$ cat config.mk
export PLATFORM = sky130hd
export DESIGN_NAME = cond_logic
export DESIGN_NICKNAME = d
export VERILOG_FILES = /design/src/rtl/cond_logic.sv
export SDC_FILE = /design/constraint.sdc
export NUM_CORES = 1
export LEC_CHECK = 0
export CORE_AREA = 2 2 40 42
export DETAILED_ROUTE_END_ITERATION = 16
export DIE_AREA = 0 0 42 44
export PLACE_DENSITY = 0.71
export SLEW_MARGIN = 20
export SYNTH_ARGS = -nofsm -noshare
export SYNTH_HDL_FRONTEND = slang
export SYNTH_SLANG_ARGS = --single-unit
export TNS_END_PERCENT = 30
$ cat constraint.sdc
create_clock -name CLK -period 2.4 [get_ports CLK]
set_input_delay 0.48 -clock CLK [delete_from_list [all_inputs] [get_ports CLK]]
set_output_delay 0.48 -clock CLK [all_outputs]
set_load 0.01 [all_outputs]
$ cat src/rtl/cond_logic.sv
// cond_logic: NZCV flag register, ARM condition decode and multi-cycle issue/stall FSM
module cond_logic #(
    parameter int COND_W = 4,
    parameter int FLAG_W = 4
) (
    input  logic              CLK,
    input  logic              RESET,
    input  logic [COND_W-1:0] Cond,
    input  logic [FLAG_W-1:0] ALUFlags,
    input  logic [1:0]        FlagW,
    input  logic              PCS,
    input  logic              RegW,
    input  logic              MemW,
    input  logic              NoWrite,
    input  logic              MStart,
    input  logic              Busy,
    output logic              PCSrc,
    output logic              RegWrite,
    output logic              MemWrite,
    output logic              Start,
    output logic              Stall,
    output logic              CarryFlag,
    output logic [FLAG_W-1:0] Flags
);
    typedef enum logic {S_IDLE, S_WAIT} state_t;

    state_t            state_q, state_d;
    logic [FLAG_W-1:0] flags_q, flags_d;
    logic              cond_lat_q, cond_lat_d;
    logic              cond_ex;
    logic              upd;

    // Condition decode from the registered flags only
    always_comb begin
        cond_ex = 1'b0;
        case (Cond)
            4'b0000: cond_ex = flags_q[2];
            4'b0001: cond_ex = ~flags_q[2];
            4'b0010: cond_ex = flags_q[1];
            4'b0011: cond_ex = ~flags_q[1];
            4'b0100: cond_ex = flags_q[3];
            4'b0101: cond_ex = ~flags_q[3];
            4'b0110: cond_ex = flags_q[0];
            4'b0111: cond_ex = ~flags_q[0];
            4'b1000: cond_ex = flags_q[1] & ~flags_q[2];
            4'b1001: cond_ex = ~flags_q[1] | flags_q[2];
            4'b1010: cond_ex = flags_q[3] == flags_q[0];
            4'b1011: cond_ex = flags_q[3] != flags_q[0];
            4'b1100: cond_ex = ~flags_q[2] & (flags_q[3] == flags_q[0]);
            4'b1101: cond_ex = flags_q[2] | (flags_q[3] != flags_q[0]);
            4'b1110: cond_ex = 1'b1;
            default: cond_ex = 1'b0;
        endcase
    end

    // Next state, write gating and flag update; completion uses the condition latched at issue
    always_comb begin
        state_d    = state_q;
        cond_lat_d = cond_lat_q;
        flags_d    = flags_q;
        PCSrc      = 1'b0;
        RegWrite   = 1'b0;
        MemWrite   = 1'b0;
        Start      = 1'b0;
        Stall      = 1'b0;
        upd        = 1'b0;
        if (state_q == S_IDLE) begin
            PCSrc    = PCS & cond_ex;
            MemWrite = MemW & cond_ex;
            RegWrite = RegW & cond_ex & ~NoWrite & ~MStart;
            Start    = MStart & cond_ex;
            upd      = cond_ex;
            if (MStart & cond_ex) begin
                state_d    = S_WAIT;
                cond_lat_d = 1'b1;
            end
        end else begin
            Stall = Busy;
            if (!Busy) begin
                RegWrite   = RegW & ~NoWrite & cond_lat_q;
                upd        = cond_lat_q;
                state_d    = S_IDLE;
                cond_lat_d = 1'b0;
            end
        end
        if (upd && FlagW[1]) flags_d[3:2] = ALUFlags[3:2];
        if (upd && FlagW[0]) flags_d[1:0] = ALUFlags[1:0];
    end

    // State, latched condition and flag registers
    always_ff @(posedge CLK) begin
        if (RESET) begin
            state_q    <= S_IDLE;
            cond_lat_q <= 1'b0;
            flags_q    <= '0;
        end else begin
            state_q    <= state_d;
            cond_lat_q <= cond_lat_d;
            flags_q    <= flags_d;
        end
    end

    assign CarryFlag = flags_q[1];
    assign Flags     = flags_q;
endmodule

* After elaboration in Yosys (flattened, before gate mapping)
Index checks and enable logic that the tools add are counted.
** Storage, ports and cells
- Flip-flop bits (word level) :: 6
- Input port bits :: 18
- Output and inout port bits :: 10
- Logic and storage cells :: 59
** Operators by class
- Equality and inequality tests :: 17
- Muxes and demuxes :: 15
- Bitwise gates (word level) :: 18
- Reductions and logical operators :: 5
** Operators by type and width (count)
- 4-bit equality test (second input constant) :: 7
- 4-bit by 3-bit equality test with 1-bit output (second input constant) :: 4
- 1-bit case mux with 15 select lines :: 1
- 1-bit two-way mux :: 14
- 1-bit bitwise AND :: 10
- 4-bit by 2-bit equality test with 1-bit output (second input constant) :: 2
- 1-bit NOT :: 6
- 4-bit by 1-bit equality test with 1-bit output (second input constant) :: 1
- 4-bit logical NOT :: 1
- 1-bit logical AND :: 2
- 2-bit != test (second input constant) :: 1
- 1-bit bitwise OR :: 2
- 2-bit AND reduction :: 1
- 2-bit nonzero test :: 1
- 1-bit equality test :: 1
- 1-bit != test :: 1

* Longest topological paths before layout
Gate-level depths: netlist (run 1).
- Word-level depth :: 7
- Gate-level depth with buffers :: 6
- Mapped depth without buffers :: 6

* Worst setup path before layout (run 1)
Ideal clock, no wire load.
- Path type :: input to output
- From :: in Cond[3]
- To :: out RegWrite
- Arrival time :: 1771 ps
- Required time :: 1920 ps
- Slack :: 149 ps
- Stages on the path :: 6
- Buffers on the path :: 0
- Cells stage by stage :: or4b_1 > o2111ai_1 > a32oi_2 > xnor2_1 > a31oi_1 > nor3b_1
** Between the ends
- Cells in the longest elaborated chain, start to end :: 6
- Elaborated cells between the ends (all ways) :: 20
- Those cells by class :: eq/ne (14); mux (2); bitwise (3); reduce/logical (1)
** RTL lines
- start, declared :: line 8 : input logic [COND_W-1:0] Cond,
- 4-bit equality test, or another cell as far along :: line 36 : case (Cond)
- 1-bit case mux with 15 select lines * :: line 36
- 1-bit bitwise AND * (3 in a row) :: line 70 : RegWrite = RegW & cond_ex & ~NoWrite & ~MStart;
- 1-bit two-way mux * :: line 67 : if (state_q == S_IDLE) begin
- end, declared :: line 18 : output logic RegWrite,
Every way passes the cells marked *; elsewhere a longest branch is shown, timed or not.

* Final worst setup path (run 1)
- From :: reg flags_q[0] (netlist: Flags[0])
- To :: out Start
** Between the ends
- Cells in the longest elaborated chain, start to end :: 5
- Elaborated cells between the ends (all ways) :: 8
- Those cells by class :: eq/ne (2); mux (2); bitwise (4)
** RTL lines
- start, declared :: line 28 : logic [FLAG_W-1:0] flags_q, flags_d;
- start signal, assigned :: line 99 : flags_q <= flags_d;
- 1-bit != test or 1-bit equality test (tied branches)
- 1-bit bitwise OR or 1-bit bitwise AND (tied branches) :: line 50, 49
- 1-bit case mux with 15 select lines * :: line 36
- 1-bit bitwise AND * :: line 71 : Start = MStart & cond_ex;
- 1-bit two-way mux * :: line 67
- end, declared :: line 20 : output logic Start,
Marked as above.

==> summary.txt, run 1 <==
===============================================================================================
Post-placement cell area .........................................................    812.0 um2
Overall via count from detail_route ..............................................          548
Fin crit share ...................................................................       103.9%
Unrepaired setup endpoints after global routing ..................................          yes
Reg2reg setup slack ..............................................................       -10 ps
CTS buffer count .................................................................            3
Antenna-violating nets left ......................................................            0
Failing checks ................................................................... setup timing
Final routed wirelength across all metal layers ..................................     1.385 mm
Startpoint class of the critical path ............................................    flip-flop
Slew @ Worst Pin .................................................................     504.2 ps
Number of standard cells after synthesis .........................................           53
Number of max-cap violations .....................................................            0
Synthesized-area fraction occupied by adder cells ................................           0%
Synthesized net count ............................................................           71
Vias per cell ....................................................................        4.765
Count of hold-fix buffers inserted at cts ........................................            0
Fin Setup TNS ....................................................................    -336.7 ps
Maximum cell stage delay along the critical path .................................       520 ps
Reg2Reg Capture Point ............................................................ Flags[0]$_SDFFE_PP0P_
Mux share of post-synthesis cell area ............................................       9.040%
Final weighted congestion of routability-driven global placement .................       0.8052
Maximum clock skew at final layout ...............................................     1.500 ps
Total power per unit cell area ................................................... 424.7 nW/um2
Seq/Total Area, Yosys ............................................................       27.12%
I/O pins .........................................................................           28
Fraction of power consumed by the clock network ..................................        23.1%
Number of cells on the worst reg-to-reg path .....................................           11
Fraction of layout cells with a size suffix above 1 ..............................       36.36%
CP Class .........................................................................      reg2out
CTS tree .........................................................................        built
Count of synthesis-stage warnings from yosys .....................................            0
Critical Path Fanout Max .........................................................            2
Layout filler cell count .........................................................          124
Count of buffers from port buffering .............................................           27
Number of cells on the worst hold path ...........................................            2
Pin count of the biggest net entering global routing .............................           11
Portion of total power attributed to sequential cells ............................        29.6%
Top achievable clock speed .......................................................    400.9 MHz
Capture endpoint of the worst hold path .......................................... cond_lat_q$_SDFFE_PP0P_
Post-route total power ...........................................................    0.3858 mW
Clock period minus worst slack ...................................................      2495 ps
Portion of total power attributed to combinational logic .........................        47.3%
Number of sinks handled by clock tree synthesis ..................................            6
Worst path setup slack after routing .............................................    -94.68 ps
XOR/XNOR share of the synthesized area ...........................................       1.977%
Count of routing violations after the opening detailed-route iteration ...........            4
Number of diodes added for antenna fixing ........................................            0
CP arrival .......................................................................      2010 ps
Global-route wire length before repair ...........................................     2.201 mm
Deepest level of the CTS H-tree ..................................................            1
Die extent in x ..................................................................        42 um
Detailed-route wire length per cell ..............................................     12.04 um
Highest-delay cell along the critical path ....................................... sky130_fd_sc_hd__or4b_4
Starting utilization of the core area ............................................       31.22%
Number of buffers between clock root and the deepest sink ........................            2
Share of the synthesized area in compound gates (AO/OA/AOI/OAI) ..................       22.32%
Ordered list of cells on the worst path .......................................... or4b_4, o2111ai_2, a32oi_2, xnor2_1, buf_4, nand3_1, inv_1, clkdlybuf4s15_2
Number of nets in the layout .....................................................          119
Switching part of the total ......................................................       27.58%
Full die area ....................................................................     1848 um2
Final number of hold-violating endpoints .........................................            0
Layout-stage area growth over the synthesis result ...............................       105.1%
Combinational family with the most area after synthesis .......................... simple AND/OR/NAND/NOR gates
Root buffer selected by CTS ...................................................... sky130_fd_sc_hd__clkbuf_4
Simple-gate portion of the synthesized area ......................................       31.92%
Post-detailed-route DRC marker count .............................................            0
Relative slew slack ..............................................................       66.23%
Clock latency of the later-clocked register in the worst-skew pair ...............       240 ps
Router iterations before antenna repair ..........................................            4
Sequential cell area in the final layout .........................................    122.6 um2
Post-layout utilization of the core ..............................................       64.02%
Distinct cell type count after synthesis .........................................           24
Mean instance size in the synthesized netlist ....................................    8.357 um2
Final Instance Area ..............................................................    908.4 um2
Number of cells after detailed placement .........................................          106
Pleak ............................................................................    0.3929 nW
Mapped cell area .................................................................    442.9 um2
Maximum vdd ir drop ..............................................................     348.4 uV
Area occupied by multi-input gates ...............................................    319.1 um2
Net Switching ....................................................................    0.1064 mW
Required time at the worst-slack endpoint ........................................      1920 ps
Number of standard cells in the final layout excluding fillers ...................          115
Setup Viol. Count Final ..........................................................            5
Type of the tightest min-delay check .............................................      reg2reg
Number of antenna violations at the first check in global routing ................            0
Clock input transition at the sequential cells of the worst setup and hold paths .        40 ps
Reg-to-Reg Start ................................................................. Flags[0]$_SDFFE_PP0P_
Final max-slew violation count ...................................................            0
Post-DP HPWL .....................................................................     975.2 um
Placement row count ..............................................................           14
Overflow left after global routing ...............................................            0
Standard cell core area ..........................................................     1419 um2
Category of the worst setup path capture point ...................................   output pin
Via count of the first global-routing pass .......................................          519
Outcome .......................................................................... finished with violations
Gr usage total ...................................................................       16.43%
Register bit total from synthesis ................................................            6
Chip height ......................................................................        44 um
Worst hold start ................................................................. cond_lat_q$_SDFFE_PP0P_
Internal power summed over all cells .............................................    0.2794 mW
===============================================================================================
critical path, delay by kind of cell (launching register included):
family	cells	cell delay, ps
xor+xnor	1	210
simple gates	2	620
buf+inv	3	430
flops	1	310
compound gates	2	190
Yosys cell counts (all sizes together):
| library cell | count | area, um2 |
|---|---|---|
| nand2b | 9 | 56.30 |
| nor3 | 1 | 5.000 |
| o21ai | 1 | 5.000 |
| nor3b | 2 | 15.01 |
| or4b | 1 | 10.01 |
| nand3b | 2 | 15.01 |
| nand3 | 1 | 5.000 |
| buf | 2 | 11.26 |
| xnor2 | 1 | 8.760 |
| nor2 | 2 | 7.510 |
| a21oi | 2 | 10.01 |
| mux2i | 4 | 40.04 |
| a21boi | 2 | 22.52 |
| a32oi | 2 | 25.03 |
| nand2 | 1 | 3.750 |
| a41oi | 1 | 8.760 |
| o2111ai | 1 | 8.760 |
| or3 | 1 | 11.26 |
| inv | 6 | 22.52 |
| a31oi | 3 | 18.77 |
| and3 | 2 | 12.51 |
| dfxtp | 6 | 120.1 |
how the worst max path moves through the flow:
stage	from	endpoint	slack (ps)	depth (start not counted)
6_report	Flags[0]$_SDFFE_PP0P_	Start	-90	8
5_1_grt	Flags[0]$_SDFFE_PP0P_	Start	-240	8
4_1_cts	Flags[3]$_SDFFE_PP0P_	RegWrite	-100	8
3_5_place_dp	Cond[3]	RegWrite	-750	8
3_3_place_gp	Cond[3]	RegWrite	-730	8
2_1_floorplan	Cond[3]	RegWrite	150	6
power by group through the flow:
stage	registers [mW]	logic [mW]	clock network, mW
2_1_floorplan	0.119	0.0587	0
4_1_cts	0.114	0.163	0.0947
3_5_place_dp	0.115	0.150	0
3_3_place_gp	0.114	0.149	0
5_1_grt	0.115	0.199	0.103
6_report	0.114	0.183	0.0889
state kept, by name, indices dropped and copies added (netlist names):
name        flops
Flags           4
cond_lat_q      1
state_q         1
what timing repair did:
item                       CTS  global route
setup endpoints to repair    4             8
gates cloned                 0             0
pin swaps                    7             6
resized for setup           28             6
buffers inserted             6             1
cell type report:
class                      count  share of cell area, %
sequential                     6                  13.50
inverter                       6                  2.479
timing repair buffer          45                  44.21
tap                           16                  2.204
multi-input combinational     39                  35.12
clock buffer                   3                  2.479
cell families after synthesis:
family	after synthesis
AO/OA/AOI/OAI	12
XOR/XNOR	1
buffers and inverters	8
flip-flops	6
multiplexers	4
AND/OR/NAND/NOR	22
cells in the final DEF (no fill, tap or decap):
master / instances
sky130_fd_sc_hd__nor2_1: 2
sky130_fd_sc_hd__o2111ai_2: 1
sky130_fd_sc_hd__clkbuf_4: 3
sky130_fd_sc_hd__dlygate4sd2_1: 1
sky130_fd_sc_hd__clkdlybuf4s50_1: 20
sky130_fd_sc_hd__a41oi_1: 1
sky130_fd_sc_hd__clkdlybuf4s15_2: 2
sky130_fd_sc_hd__a21boi_4: 2
sky130_fd_sc_hd__a32oi_1: 1
sky130_fd_sc_hd__or3_4: 1
sky130_fd_sc_hd__o21ai_0: 1
sky130_fd_sc_hd__nand3b_1: 2
sky130_fd_sc_hd__inv_1: 6
sky130_fd_sc_hd__buf_4: 14
sky130_fd_sc_hd__nor3b_1: 2
sky130_fd_sc_hd__nand2b_1: 9
sky130_fd_sc_hd__nor3_2: 1
sky130_fd_sc_hd__dfxtp_2: 2
sky130_fd_sc_hd__a31oi_1: 3
sky130_fd_sc_hd__nand2_1: 1
sky130_fd_sc_hd__or4b_4: 1
sky130_fd_sc_hd__and3_1: 2
sky130_fd_sc_hd__nand3_1: 1
sky130_fd_sc_hd__dfxtp_1: 4
sky130_fd_sc_hd__a21oi_1: 2
sky130_fd_sc_hd__mux2i_1: 4
sky130_fd_sc_hd__buf_2: 4
sky130_fd_sc_hd__a32oi_2: 1
sky130_fd_sc_hd__buf_6: 4
sky130_fd_sc_hd__xnor2_1: 1
stage by stage:
stage / hold slack, ps / setup slack, ps
2_1_floorplan: 448.9 / 148.8
3_3_place_gp: 461.1 / -729.3
3_5_place_dp: 463.2 / -750.2
4_1_cts: 471.3 / -97.94
5_1_grt: 499.1 / -240.9
6_report: 475.1 / -94.68
routing by layer:
layer | part of all wire (%) | GRT usage [%] | up-vias
met5 | 0 | 0 | -
met4 | 4.5 | 17.42 | 0
met3 | 5.1 | 5.833 | 6
met2 | 49 | 23.75 | 15
met1 | 41 | 18.00 | 242
li1 | - | - | 285
No activity file was read; power rests on OpenSTA's default activity.
==> run 2: changes to the inputs <==
Settings changed: CORE_AREA 2 2 40 42 to 2 2 39 41, CTS_BUF_LIST set to sky130_fd_sc_hd__clkbuf_4, DIE_AREA 0 0 42 44 to 0 0 41 43, PLACE_DENSITY 0.71 to 0.74, REMOVE_ABC_BUFFERS set to 1, SETUP_SLACK_MARGIN set to 0.05.
==> run 2 against run 1 <==
Compared with the run above: the run still ends with setup timing left; global-route usage is 0.87 points lower; first-iteration DRC count is 50% lower; utilization is 2.7 points higher; sequential cell count stayed put; sequential power hardly changed; final cell count is 1.7% lower; cell area is 1.7% higher; worst hold slack worse by 4.6 ps; maximum frequency is 1.7% higher; register-to-register slack better by 240 ps; non-clock buffer count is 2 lower; largest cell class unchanged; highest routed layer unchanged.
==> summary.txt, run 2 (synthesis results as in run 1) <==
===============================================================================================
Final number of hold-violating endpoints .........................................            0   unchanged
Category of the worst setup path capture point ...................................   output pin   unchanged
Detailed-route wire length per cell ..............................................     10.89 um   was 12.04 um
Gr usage total ...................................................................       15.56%   was 16.43%
Most common library cell in the layout ignoring fill and taps .................... sky130_fd_sc_hd__clkdlybuf4s50_1   unchanged
Full die area ....................................................................     1763 um2   was 1848 um2
Post-placement cell area .........................................................    819.5 um2   was 812.0 um2
Count of buffers from port buffering .............................................           27   unchanged
Global-route wire length before repair ...........................................     1.883 mm   was 2.201 mm
CP Class .........................................................................      reg2out   unchanged
Fraction of layout cells with a size suffix above 1 ..............................       39.18%   was 36.36%
Antenna-violating nets left ......................................................            0   unchanged
Number of standard cells in the final layout excluding fillers ...................          113   was 115
Fin crit share ...................................................................       102.2%   was 103.9%
Critical Path Fanout Max .........................................................            3   was 2
Commonest cells after routing, fill and taps aside ............................... sky130_fd_sc_hd__clkdlybuf4s50_1 (21), sky130_fd_sc_hd__buf_4 (15), sky130_fd_sc_hd__nand2b_1 (9), sky130_fd_sc_hd__dfxtp_1 (5), sky130_fd_sc_hd__inv_1 (5)   was sky130_fd_sc_hd__clkdlybuf4s50_1 (20), sky130_fd_sc_hd__buf_4 (14), sky130_fd_sc_hd__nand2b_1 (9), sky130_fd_sc_hd__inv_1 (6)
CP arrival .......................................................................      1970 ps   was 2010 ps
Top achievable clock speed .......................................................    407.7 MHz   was 400.9 MHz
Via count of the first global-routing pass .......................................          469   was 519
Maximum vdd ir drop ..............................................................     298.5 uV   was 348.4 uV
Final routed wirelength across all metal layers ..................................     1.231 mm   was 1.385 mm
Deepest level of the CTS H-tree ..................................................            1   unchanged
Type of the tightest min-delay check .............................................      reg2reg   unchanged
Root buffer selected by CTS ...................................................... sky130_fd_sc_hd__clkbuf_4   unchanged
Placement row count ..............................................................           14   unchanged
Clock latency of the later-clocked register in the worst-skew pair ...............       240 ps   about the same
Outcome .......................................................................... finished with violations   unchanged
Starting utilization of the core area ............................................       32.01%   was 31.22%
Post-DP HPWL .....................................................................     950.9 um   was 975.2 um
Setup Viol. Count Final ..........................................................            1   was 5
Clock input transition at the sequential cells of the worst setup and hold paths .        40 ps   about the same
Maximum clock skew at final layout ...............................................     1.530 ps   was 1.500 ps
Number of max-cap violations .....................................................            0   unchanged
Final max-slew violation count ...................................................            0   unchanged
Vias per cell ....................................................................        4.770   was 4.765
CTS tree .........................................................................        built   unchanged
Die extent in x ..................................................................        41 um   was 42 um
Standard cell core area ..........................................................     1384 um2   was 1419 um2
Hold_ws ..........................................................................     470.5 ps   was 475.1 ps
Layout-stage area growth over the synthesis result ...............................       108.5%   was 105.1%
Number of antenna violations at the first check in global routing ................            0   unchanged
Relative slew slack ..............................................................       65.11%   was 66.23%
Unrepaired setup endpoints after global routing ..................................          yes   unchanged
Max reg flops ....................................................................            4   unchanged
Number of nets in the layout .....................................................          117   was 119
Failing checks ................................................................... setup timing   unchanged
Startpoint class of the critical path ............................................    flip-flop   unchanged
Overflow left after global routing ...............................................            0   unchanged
Pin count of the biggest net entering global routing .............................           11   unchanged
Worst path setup slack after routing .............................................    -52.97 ps   was -94.68 ps
Number of sinks handled by clock tree synthesis ..................................            6   unchanged
I/O pins .........................................................................           28   unchanged
Chip height ......................................................................        43 um   was 44 um
Count of routing violations after the opening detailed-route iteration ...........            2   was 4
Pleak ............................................................................    0.3821 nW   was 0.3929 nW
Layout filler cell count .........................................................          117   was 124
Fin Setup TNS ....................................................................    -52.97 ps   was -336.7 ps
Required time at the worst-slack endpoint ........................................      1920 ps   about the same
Number of diodes added for antenna fixing ........................................            0   unchanged
Final Instance Area ..............................................................    923.4 um2   was 908.4 um2
Number of cells after detailed placement .........................................          107   was 106
Post-detailed-route DRC marker count .............................................            0   unchanged
Final weighted congestion of routability-driven global placement .................       0.6892   was 0.8052
Slew @ Worst Pin .................................................................     522.1 ps   was 504.2 ps
Overall via count from detail_route ..............................................          539   was 548
Router iterations before antenna repair ..........................................            2   was 4
Total power per unit cell area ................................................... 419.1 nW/um2   was 424.7 nW/um2
Number of buffers between clock root and the deepest sink ........................            2   unchanged
Clock period minus worst slack ...................................................      2453 ps   was 2495 ps
CTS buffer count .................................................................            3   unchanged
===============================================================================================
## run 2: area by class of cell
type / count / area (um2) / area share, %
Timing Repair Buffer: 43 / 374.1 / 40.51
Multi-Input combinational cell: 39 / 362.8 / 39.30
Sequential cell: 6 / 121.4 / 13.14
Clock buffer: 3 / 22.52 / 2.439
Inverter: 6 / 22.52 / 2.439
Tap cell: 16 / 20.02 / 2.168
## run 2: routing by layer
| layer | track usage [%] | wire length (um) | part of all wire, % |
|---|---|---|---|
| met1 | 21.54 | 571 | 46 |
| met2 | 20.94 | 589 | 48 |
| met3 | 4.712 | 59 | 4.8 |
| met4 | 8.000 | 12 | 0.97 |
| met5 | 0 | 0 | 0 |
## run 2: repair_timing
item | CTS | global route
pin swaps | 7 | 4
buffers inserted | 2 | 1
resized for setup | 28 | 8
gates cloned | 0 | 0
setup endpoints to repair | 5 | 4
endpoints found under the hold margin | 0 | 0
hold buffers | 0 | 0
## run 2: worst max-delay path: stages (launching register included)
cell	delay, ps
sky130_fd_sc_hd__dfxtp_2	310
sky130_fd_sc_hd__or4b_4	540
sky130_fd_sc_hd__o2111ai_4	90
sky130_fd_sc_hd__a32oi_2	100
sky130_fd_sc_hd__xnor2_2	170
sky130_fd_sc_hd__buf_4	150
sky130_fd_sc_hd__a31oi_4	70
sky130_fd_sc_hd__nor3b_2	160
sky130_fd_sc_hd__buf_2	140
## run 2: worst paths after layout
kind                                         startpoint                      end  slack (ps)  cells past startpoint
worst max-delay path              Flags[0]$_SDFFE_PP0P_                 RegWrite         -50                      8
worst min register to register  cond_lat_q$_SDFFE_PP0P_  cond_lat_q$_SDFFE_PP0P_         470                      2
worst max register to register    Flags[0]$_SDFFE_PP0P_    Flags[0]$_SDFFE_PP0P_         230                      8
worst min-delay path            cond_lat_q$_SDFFE_PP0P_  cond_lat_q$_SDFFE_PP0P_         470                      2
## run 2: power by group
part | leakage [nW] | switching (mW) | internal, mW
registers | 0.0496 | 0.00493 | 0.109
clock network | 0.0138 | 0.0340 | 0.0564
logic | 0.319 | 0.0716 | 0.111
total | 0.382 | 0.111 | 0.276
## run 2: stage by stage
| step | setup WS, ps | util, % | total power [mW] |
|---|---|---|---|
| global route | -168.4 | 66.73 | 0.4170 |
| floorplan | 148.8 | - | 0.1750 |
| CTS | -110.0 | 62.66 | 0.3698 |
| finish | -52.97 | 66.73 | 0.3870 |
| detailed placement | -834.8 | 59.22 | 0.2659 |
| global placement | -787.2 | 59.22 | 0.2646 |
==> run 3: changes to the inputs <==
Settings changed: CAP_MARGIN set to 10, CORE_AREA 2 2 39 41 to 10 10 47 49, DIE_AREA 0 0 41 43 to 0 0 57 59.
==> run 3 against run 2 <==
Compared with the run above: the run still ends with setup timing left; clock power grew 0.8%; routed wire length grew 39%; highest routed layer unchanged; critical path type unchanged; worst hold slack is essentially flat.
==> summary.txt, run 3 (synthesis results as in run 1) <==
===============================================================================================
Max reg flops ....................................................................            4   unchanged
Detailed-route wire length per cell ..............................................     15.06 um   was 10.89 um
I/O pins .........................................................................           28   unchanged
Unrepaired setup endpoints after global routing ..................................          yes   unchanged
Type of the tightest min-delay check .............................................      reg2reg   unchanged
Final number of hold-violating endpoints .........................................            0   unchanged
Overall via count from detail_route ..............................................          559   was 539
Number of diodes added for antenna fixing ........................................            0   unchanged
Setup Viol. Count Final ..........................................................            3   was 1
Global-route wire length before repair ...........................................     2.628 mm   was 1.883 mm
Pleak ............................................................................    0.3872 nW   was 0.3821 nW
Deepest level of the CTS H-tree ..................................................            1   unchanged
Chip height ......................................................................        59 um   was 43 um
Layout-stage area growth over the synthesis result ...............................       112.7%   was 108.5%
CP Class .........................................................................      reg2out   unchanged
Number of buffers between clock root and the deepest sink ........................            2   unchanged
Area occupied by multi-input gates ...............................................    360.3 um2   was 362.8 um2
Clock latency of the later-clocked register in the worst-skew pair ...............       240 ps   about the same
Maximum vdd ir drop ..............................................................     279.8 uV   was 298.5 uV
Gr usage total ...................................................................       9.635%   was 15.56%
Pin count of the biggest net entering global routing .............................           11   unchanged
Fin Setup TNS ....................................................................    -167.3 ps   was -52.97 ps
Fin crit share ...................................................................       102.6%   was 102.2%
Vias per cell ....................................................................        4.904   was 4.770
Clock input transition at the sequential cells of the worst setup and hold paths .        50 ps   was 40 ps
Total power per unit cell area ................................................... 424.5 nW/um2   was 419.1 nW/um2
Slew @ Worst Pin .................................................................     543.9 ps   was 522.1 ps
Placement row count ..............................................................           14   unchanged
Ordered list of cells on the worst path .......................................... or4b_4, o2111ai_2, a32oi_2, xnor2_2, buf_4, a31oi_4, nor3b_2, buf_2   was or4b_4, o2111ai_4, a32oi_2, xnor2_2, buf_4, a31oi_4, nor3b_2, buf_2
Number of nets in the layout .....................................................          118   was 117
Root buffer selected by CTS ...................................................... sky130_fd_sc_hd__clkbuf_4   unchanged
Relative slew slack ..............................................................       63.66%   was 65.11%
Most common library cell in the layout ignoring fill and taps .................... sky130_fd_sc_hd__clkdlybuf4s50_1   unchanged
Starting utilization of the core area ............................................       31.61%   was 32.01%
Sequential cell area in the final layout .........................................    122.6 um2   was 121.4 um2
CTS buffer count .................................................................            3   unchanged
Post-route total power ...........................................................    0.3999 mW   was 0.3870 mW
CTS tree .........................................................................        built   unchanged
Via count of the first global-routing pass .......................................          581   was 469
Count of routing violations after the opening detailed-route iteration ...........            5   was 2
Number of sinks handled by clock tree synthesis ..................................            6   unchanged
Overflow left after global routing ...............................................            0   unchanged
Worst hold start ................................................................. cond_lat_q$_SDFFE_PP0P_   unchanged
Count of buffers from port buffering .............................................           27   unchanged
Required time at the worst-slack endpoint ........................................      1920 ps   about the same
Number of max-cap violations .....................................................            0   unchanged
Final weighted congestion of routability-driven global placement .................       0.7144   was 0.6892
Clock period minus worst slack ...................................................      2462 ps   was 2453 ps
Startpoint class of the critical path ............................................    flip-flop   unchanged
Critical path launch point ....................................................... Flags[0]$_SDFFE_PP0P_   unchanged
Antenna-violating nets left ......................................................            0   unchanged
Post-detailed-route DRC marker count .............................................            0   unchanged
Number of antenna violations at the first check in global routing ................            0   unchanged
Maximum cell stage delay along the critical path .................................       530 ps   was 540 ps
Standard cell core area ..........................................................     1401 um2   was 1384 um2
Failing checks ................................................................... setup timing   unchanged
Commonest cells after routing, fill and taps aside ............................... sky130_fd_sc_hd__clkdlybuf4s50_1 (20), sky130_fd_sc_hd__buf_4 (16), sky130_fd_sc_hd__nand2b_1 (9), sky130_fd_sc_hd__inv_1 (5)   was sky130_fd_sc_hd__clkdlybuf4s50_1 (21), sky130_fd_sc_hd__buf_4 (15), sky130_fd_sc_hd__nand2b_1 (9), sky130_fd_sc_hd__dfxtp_1 (5), sky130_fd_sc_hd__inv_1 (5)
Category of the worst setup path capture point ...................................   output pin   unchanged
Layout filler cell count .........................................................          128   was 117
Worst path setup slack after routing .............................................    -62.09 ps   was -52.97 ps
Post-DP HPWL .....................................................................     1.223 mm   was 950.9 um
Router iterations before antenna repair ..........................................            4   was 2
Die extent in x ..................................................................        57 um   was 41 um
Reg-to-Reg Start ................................................................. Flags[0]$_SDFFE_PP0P_   unchanged
Final max-slew violation count ...................................................            0   unchanged
Critical Path Fanout Max .........................................................            2   was 3
Fraction of layout cells with a size suffix above 1 ..............................       43.88%   was 39.18%
CP arrival .......................................................................      1980 ps   was 1970 ps
Highest-delay cell along the critical path ....................................... sky130_fd_sc_hd__or4b_4   unchanged
Top achievable clock speed .......................................................    406.2 MHz   was 407.7 MHz
Final routed wirelength across all metal layers ..................................     1.717 mm   was 1.231 mm
Maximum clock skew at final layout ...............................................     1.542 ps   was 1.530 ps
Outcome .......................................................................... finished with violations   unchanged
Full die area ....................................................................     3363 um2   was 1763 um2
===============================================================================================
## run 3: per-layer routing
layer  part of all wire (%)  routed length (um)  up-vias  track usage, %
met1                     41                 710      255           10.46
met2                     53                 912       18           16.59
met3                    4.8                  83        2           3.004
met5                      0                   0        -               0
li1                       -                   -      284               -
met4                   0.70                  12        0           4.698
## run 3: power breakdown
| group | internal, mW | switching [mW] |
|---|---|---|
| clock network | 0.0565 | 0.0346 |
| registers | 0.109 | 0.00505 |
| logic | 0.119 | 0.0757 |
## run 3: layout make-up
cell class                 instances  area share [%]
clock buffer                       3           2.390
inverter                           6           2.390
multi-input combinational         39           38.25
tap                               16           2.125
timing repair buffer              44           41.83
sequential                         6           13.01
## run 3: what timing repair did
action | in CTS | in global routing
setup buffers | 3 | 1
cloned | 0 | 0
setup endpoints to repair | 7 | 4
hold buffers | 0 | 0
pin swaps | 9 | 4
gates resized for setup | 34 | 8
## run 3: worst paths after layout
kind | to | slack [ps] | cells after the start
setup / recovery | RegWrite | -60 | 8
hold / removal | cond_lat_q$_SDFFE_PP0P_ | 470 | 2
setup reg to reg | Flags[3]$_SDFFE_PP0P_ | 130 | 9
hold reg to reg | cond_lat_q$_SDFFE_PP0P_ | 470 | 2
## run 3: critical path, delay by kind of cell (launching register included)
family                 cells  cell delay (ps)
AO/OA/AOI/OAI              3              250
flip-flops                 1              320
XOR/XNOR                   1              180
buffers and inverters      2              300
AND/OR/NAND/NOR            2              690
## run 3: per-stage QoR
step	instance area [um2]	std cells	hold WS [ps]	util [%]	setup slack, ps
detailed placement	819.5	107	462.3	58.48	-844.5
floorplan	431.7	51	442.3	-	148.8
CTS	892.1	113	471.1	63.66	-86.21
global route	942.2	114	526.4	67.23	-165.7
global placement	819.5	107	461.4	58.48	-781.8
finish	942.2	114	470.3	67.23	-62.09
